### config.mk
export PLATFORM = sky130hd
export DESIGN_NAME = proc_control_unit
export DESIGN_NICKNAME = d
export VERILOG_FILES = /design/src/rtl/proc_control_unit.sv
export SDC_FILE = /design/constraint.sdc
export NUM_CORES = 1
export LEC_CHECK = 0
export CAP_MARGIN = 20
export CELL_PAD_IN_SITES_DETAIL_PLACEMENT = 0
export CELL_PAD_IN_SITES_GLOBAL_PLACEMENT = 2
export CORE_ASPECT_RATIO = 1.2
export CORE_UTILIZATION = 25
export DETAILED_ROUTE_END_ITERATION = 10
export PLACE_DENSITY = 0.88
export SLEW_MARGIN = 20
export SYNTH_ARGS = -nofsm -noshare
export SYNTH_HDL_FRONTEND = slang
export SYNTH_SLANG_ARGS = --single-unit
### constraint.sdc
create_clock -name Clk -period 3.32 [get_ports Clk]
set_input_delay 0.664 -clock Clk [delete_from_list [all_inputs] [get_ports Clk]]
set_output_delay 0.664 -clock Clk [all_outputs]
set_load 0.005 [all_outputs]
### src/rtl/proc_control_unit.sv
`default_nettype none
// ============================================================================
//  Module   : proc_control_unit
//  Purpose  : Multi-cycle control unit for the 16-bit simple processor.
//             Holds the program counter and instruction register, fetches
//             from a synchronous instruction ROM, decodes each instruction,
//             and drives the data-memory, register-file and ALU controls of
//             a shared datapath, one instruction at a time.
//  Ports    : Clk         - system clock, rising edge
//             Reset       - asynchronous active-high reset
//             Instr       - instruction ROM read data (1-cycle latency)
//             PC_addr     - instruction ROM address (= PC)
//             IR          - current instruction register
//             D_addr      - data memory address
//             D_wr        - data memory write enable
//             RF_s        - RF write mux select (1 = memory, 0 = ALU)
//             RF_W_addr   - RF write address
//             RF_W_en     - RF write enable
//             RF_Ra_addr  - RF read port A address
//             RF_Rb_addr  - RF read port B address
//             ALU_s0      - ALU function select
//             State       - current FSM state (debug)
//             Halted      - high while in HALT
//  Revision : 1.0 - initial release
// ============================================================================
module proc_control_unit #(
   parameter int PC_W = 7,
   parameter int D_AW = 8
) (
   input  logic            Clk,
   input  logic            Reset,
   input  logic [15:0]     Instr,
   output logic [PC_W-1:0] PC_addr,
   output logic [15:0]     IR,
   output logic [D_AW-1:0] D_addr,
   output logic            D_wr,
   output logic            RF_s,
   output logic [3:0]      RF_W_addr,
   output logic            RF_W_en,
   output logic [3:0]      RF_Ra_addr,
   output logic [3:0]      RF_Rb_addr,
   output logic [2:0]      ALU_s0,
   output logic [3:0]      State,
   output logic            Halted
);

   typedef enum logic [3:0] {
      S_INIT   = 4'd0,
      S_FETCH  = 4'd1,
      S_DECODE = 4'd2,
      S_NOOP   = 4'd3,
      S_LOAD_A = 4'd4,
      S_LOAD_B = 4'd5,
      S_STORE  = 4'd6,
      S_ALU_OP = 4'd7,
      S_HALT   = 4'd8
   } state_t;

   localparam logic [PC_W-1:0] C_PC_ONE = {{(PC_W-1){1'b0}}, 1'b1};

   state_t          r_state;
   state_t          w_next_state;
   logic [PC_W-1:0] r_pc;
   logic [15:0]     r_ir;

   // ------------------------------------------------------------------
   // State, PC and IR registers. IR and PC only change on leaving DECODE,
   // where the ROM word addressed during FETCH is present on Instr.
   // ------------------------------------------------------------------
   always_ff @(posedge Clk or posedge Reset) begin
      if (Reset) begin
         r_state <= S_INIT;
         r_pc    <= '0;
         r_ir    <= '0;
      end else begin
         r_state <= w_next_state;
         if (r_state == S_DECODE) begin
            r_ir <= Instr;
            r_pc <= r_pc + C_PC_ONE;   // wraps silently at 2^PC_W
         end
      end
   end

   // ------------------------------------------------------------------
   // Next-state logic. The opcode is taken straight from Instr in DECODE
   // because IR is only loaded at the end of that cycle.
   // ------------------------------------------------------------------
   always_comb begin
      w_next_state = r_state;
      case (r_state)
         S_INIT:   w_next_state = S_FETCH;
         S_FETCH:  w_next_state = S_DECODE;
         S_DECODE: begin
            case (Instr[15:12])
               4'b0000: w_next_state = S_NOOP;
               4'b0001: w_next_state = S_LOAD_A;
               4'b0010: w_next_state = S_STORE;
               4'b0011, 4'b0100, 4'b0101, 4'b0110,
               4'b0111, 4'b1000, 4'b1001:
                        w_next_state = S_ALU_OP;
               4'b1111: w_next_state = S_HALT;
               default: w_next_state = S_NOOP;  // illegal opcode: silent no-op
            endcase
         end
         S_LOAD_A: w_next_state = S_LOAD_B;
         S_NOOP,
         S_LOAD_B,
         S_STORE,
         S_ALU_OP: w_next_state = S_FETCH;
         S_HALT:   w_next_state = S_HALT;
         default:  w_next_state = S_INIT;
      endcase
   end

   // ------------------------------------------------------------------
   // Moore outputs: decoded from the state and IR only, so every enable
   // is exactly one state (one cycle) wide and drops as soon as the
   // asynchronous reset forces the state back to INIT.
   // ------------------------------------------------------------------
   always_comb begin
      D_addr     = '0;
      D_wr       = 1'b0;
      RF_s       = 1'b0;
      RF_W_addr  = '0;
      RF_W_en    = 1'b0;
      RF_Ra_addr = '0;
      RF_Rb_addr = '0;
      ALU_s0     = '0;
      case (r_state)
         S_LOAD_A: begin
            D_addr = D_AW'(r_ir[11:4]);
         end
         S_LOAD_B: begin
            D_addr    = D_AW'(r_ir[11:4]);
            RF_s      = 1'b1;
            RF_W_addr = r_ir[3:0];
            RF_W_en   = 1'b1;
         end
         S_STORE: begin
            D_addr     = D_AW'(r_ir[11:4]);
            RF_Ra_addr = r_ir[3:0];
            D_wr       = 1'b1;
         end
         S_ALU_OP: begin
            RF_Ra_addr = r_ir[11:8];
            RF_Rb_addr = r_ir[7:4];
            RF_W_addr  = r_ir[3:0];
            RF_W_en    = 1'b1;
            case (r_ir[15:12])
               4'b0011: ALU_s0 = 3'd1;   // ADD
               4'b0100: ALU_s0 = 3'd2;   // SUB
               4'b0101: ALU_s0 = 3'd3;   // MOV (pass A)
               4'b0110: ALU_s0 = 3'd4;   // XOR
               4'b0111: ALU_s0 = 3'd5;   // OR
               4'b1000: ALU_s0 = 3'd6;   // AND
               4'b1001: ALU_s0 = 3'd7;   // INC
               default: ALU_s0 = 3'd0;
            endcase
         end
         default: ;
      endcase
   end

   assign PC_addr = r_pc;
   assign IR      = r_ir;
   assign State   = r_state;
   assign Halted  = (r_state == S_HALT);

endmodule
`default_nettype wire

# Word-level counts from Yosys, hierarchy flattened
# Memory sizes are Yosys's and may differ from the RTL's.
# Index checks and enable logic that the tools add are counted.
totals:
  output_inout_bits: 54
  romBits: 64
  inputBits: 18
  register_bits: 27
  word_cells: 34
  mem_count: 1
op_classes:
  reduce_logical: 4
  add_sub_neg: 1
  mux: 10
  eq_ne: 15
memory_table:
  columns: ["name", "words", "width", "read_ports", "rd_ports_with_merged_regs", "wr", "line_no", "source"]
  rows:
  - ["(no name shown)", 16, 4, 1, 0, 0, "94", "case (Instr[15:12])"]
op_table:
  columns: ["cell", "n"]
  rows:
  - ["$eq 4x3->1 const B", 8]
  - ["$pmux 3 s7", 1]
  - ["$pmux 4 s5", 1]
  - ["$eq 4x2->1 const B", 3]
  - ["$eq 4x4->1 const B", 3]
  - ["$mux 4", 2]
  - ["$mux 8", 1]
  - ["$pmux 4 s2", 1]
  - ["$add 7x1->7 const B", 1]
  - ["$reduce_or 5->1", 1]
  - ["$eq 4x1->1 const B", 1]
  - ["$logic_not 4->1", 1]
  - ["$mux 1", 3]
  - ["$mux 3", 1]
  - ["$reduce_or 3->1", 1]
  - ["$reduce_or 2->1", 1]

# Depth between registers and ports, before layout
# Gate-level depths: netlist (run 1).
logic_depth:
  depth_word: 3
  ltp_mapped: 6
  depth_no_buf: 6

# Worst setup path before layout (run 1)
# No wires, ideal clock.
synth_path:
  kind: "register -> output"
  from: "register r_state[2] (netlist: State[2])"
  to: "output port ALU_s0[0]"
  path_stages_with_launch: 6
  required_ns: 2.656
  path_slack_ns: 1.406
  t_arrival_ns: 1.250
  path_cell_list: "dfrtp_1 > buf_6 > nor2b_1 > and3_1 > buf_2 > and3_1"
synth_between:
  elab_chain_cells: 2
synth_rtl:
  columns: ["element", "line_no", "source"]
  rows:
  - ["start: declaration", "61", "state_t r_state;"]
  - ["start signal: assignment", "76", "r_state <= w_next_state;"]
  - ["$eq 4x3->1", "129", "case (r_state)"]
  - ["$mux 3", "129", null]
  - ["end: declaration", "42", "output logic [2:0] ALU_s0,"]
# Every way passes these cells.

# Final worst setup path (run 1)
# Same ends and word-level chain as after synthesis.

==> results of run 1 <==
==> kinds of logic after synthesis <==
group / count (synthesis) / share of synthesized area (%)
DFF: 27 / 47.3
buffers and inverters: 10 / 4.12
xor gates and xnor gates: 8 / 4.91
AOI/OAI and AO/OA: 12 / 5.87
and+or+nand+nor: 48 / 20.9
adders and majority gates: 4 / 3.51
muxes: 17 / 13.4
==> routing by layer <==
layer,track usage (%),wire length [um],vias up
met5,0,0,-
met4,3.27,18,0
met3,2.16,234,2
met2,21.9,1750,39
met1,15.2,1550,556
li1,-,-,581
==> metrics by stage <==
stage	hold WS (ps)	utilization (%)	worst slack (ps)	total power [mW]	instances
floorplan	468	-	1410	1.02	126
global placement	473	40.5	706	1.47	255
detailed placement	482	40.5	709	1.48	255
CTS	495	41.3	399	1.68	259
global route	508	41.3	257	1.77	259
finish	491	41.3	420	1.64	259
==> final cells by class <==
class,instances,area [sq um],area share [%]
inverter,4,15.0,0.672
sequential,27,676,30.3
clock inverter,1,5.00,0.224
tap,62,77.6,3.47
clock buffer,3,41.3,1.85
multi-input combinational,89,693,31.0
timing repair buffer,73,726,32.5
==> registers in the layout (all words and copies together), names as in the netlist <==
name,cells
PC_addr,7
IR,16
State,4
==> worst max-delay path, cell delays in order (launching register included) <==
cell             delay (ps)
dfrtp_1                 540
nor2b_1                 170
buf_4                   150
and3_1                  400
and3_1                  220
clkdlybuf4s50_1         490
==> cells in the final DEF, fill, tap and decap left out, types with 2 or more instances in the layout <==
master	n
a22o_1	4
and3_1	10
nand3b_1	2
nor2b_1	2
ha_1	4
a21oi_1	4
nand2b_1	3
inv_1	3
nand4_1	2
dfrtp_1	27
xnor2_1	7
clkbuf_8	3
clkdlybuf4s50_1	71
nand2_1	5
a211oi_1	2
buf_4	2
mux2_2	17
nor2_1	3
nor3_1	4
and2_1	13
==> power by group <==
group	internal [mW]	switching, mW
registers	0.477	0.190
clock network	0.0839	0.0990
logic	0.545	0.249
total	1.11	0.538
==> worst max path at each step <==
stage                         from   endpoint  slack [ps]  cells past startpoint
final                     State[2]  ALU_s0[0]         420                      5
after global routing      State[2]  D_addr[0]         260                      4
after CTS                 State[2]  ALU_s0[0]         400                      5
after detailed placement  State[2]  ALU_s0[0]         710                      5
after global placement    State[3]  D_addr[6]         710                      4
after floorplan           State[2]  ALU_s0[0]        1410                      5
==> flow_summary_export.csv, run 1 <==
group,metric,value,unit
global_routing,grt_max_degree,28,
setup_path,rr_endpoint,"PC_addr[3]",
power,p_leak,0.928,nW
synth,synth_area_leaders,"dfrtp_1 (47%), mux2_2 (13%), and2_1 (5.7%), and3_1 (4.4%), xnor2_1 (4.3%)",
routing,drt_iter0_drc,60,
setup_path,worstReg2RegStart,"State[0]",
clock_network,clockBufferDepth,2,
synth,ys_seq_elements,27,
routing,ant_nets,0,
clock_network,cts.sinks,27,
clock_network,holdBufCountCts,0,
setup_path,worst_setup_path_end_kind,"primary output",
die,die_h,84.8,um
timing,fin_worst_skew,4.51,ps
place,placed_cell_area,2190,sq um
cells_and_area,antenna_cells,0,
cells_and_area,finalInstanceArea,2230,sq um
setup_path,ff2ff_path_depth,5,
global_routing,grt_pass1_wl,5730,um
place,dpl.hpwl,2690,um
cells_and_area,fillers,533,
timing,setup_viol,0,
clock_network,cts_root_buffer,"clkbuf_8",
run_status,outcome,"complete, but fails checks",
setup_path,crit_path_start_kind,"register",
run,drv_cap,0,
power,vdd_drop_max,0.322,mV
synth,synth_edf_count,0,
synth,yosysMostFrequentCell,"dfrtp_1",
synth,synthArstFlopShare,100,%
timing,timing.final.crit_share,87.4,%
routing,wl,3560,um
die,placementRows,29,
die,fp.dieW,71.0,um
setup_path,rrSetupSlack,1570,ps
routing,num_vias,1178,
die,die-area,6020,sq um
cells_and_area,area_delta_synth_final,56.4,%
place,gp_congestion,0.753,
timing,relSlewSlack,61.0,%
power,power_density,736,nW/um^2
synth,netlist_instances,126,
timing,hold_viol,0,
synth,synth_top_area_share,47.3,%
timing,worstMarginPinSlew,584,ps
timing,fin_tns_setup,0,ps
clock_network,postCtsSetupBuffers,0,
timing,max_freq,345,MHz
synth,synth_common_cells,"dfrtp_1 (27), mux2_2 (17), and2_1 (13), and3_1 (10), xnor2_1 (7)",
place,io_buffers,71,
global_routing,antenna_found_initial,0,
timing,rsz0062_at_grt,"no",
cells_and_area,fin_nets,220,
die,initial_utilization,26.4,%
synth,synth_area,1430,sq um
synth,yosys.area.top_type,"dfrtp_1",
global_routing,grt_pass1_vias,1128,
setup_path,required,2660,ps
timing,layout_min_cycle_time,2900,ps
synth,yosysWarningCount,0,
clock_network,path_clk_slew,90,ps
synth,synthDistinctLibCells,28,
synth,synthFlopType,"dfrtp_1",
die,core,5410,sq um
clock_network,cts_resized,0,
clock_network,numCtsBuffers,3,
timing,final_max_slew_viol_count,0,
global_routing,grt_use_total,12.3,%
synth,synth_fp_nets,148,
die,io_pins,72,
routing,avgViaCountPerCell,4.55,
run_status,violations,"DRC",
clock_network,clk-insertion-delay-late,270,ps
worst_hold_path,hold_depth,1,
routing,drc_errors,12,
global_routing,grt_overflow,0,
cells_and_area,layout-drive-gt1-share,12.7,%
routing,dr.pass1.iters,7,
worst_hold_path,hold_end,"PC_addr[6]",
clock_network,htreeDepth,1,
routing,avgRoutedWirePerCell,13.7,um
worst_hold_path,min-delay-start,"PC_addr[6]",
synth,syn-mean-instance-area,11.3,sq um
setup_path,worstSetupPathType,"register to primary output",
clock_network,cts_tree,"done",
setup_path,cp_max_fo,10,
synth,ys_seq_area_share,47.3,%
setup_path,cp.arrival,2240,ps
worst_hold_path,min_path_type,"register to register",
(Power assumes the default switching activity.)
==> run 2, diff against run 1 <==
--- a/config.mk
+++ b/config.mk
@@ -12,7 +12,7 @@
 export CORE_UTILIZATION = 25
 export DETAILED_ROUTE_END_ITERATION = 10
 export PLACE_DENSITY = 0.88
-export SLEW_MARGIN = 20
+export SLEW_MARGIN = 25
 export SYNTH_ARGS = -nofsm -noshare
 export SYNTH_HDL_FRONTEND = slang
 export SYNTH_SLANG_ARGS = --single-unit
==> results of run 2 <==
Final layout, timing and power as in run 1 (identical DEF).
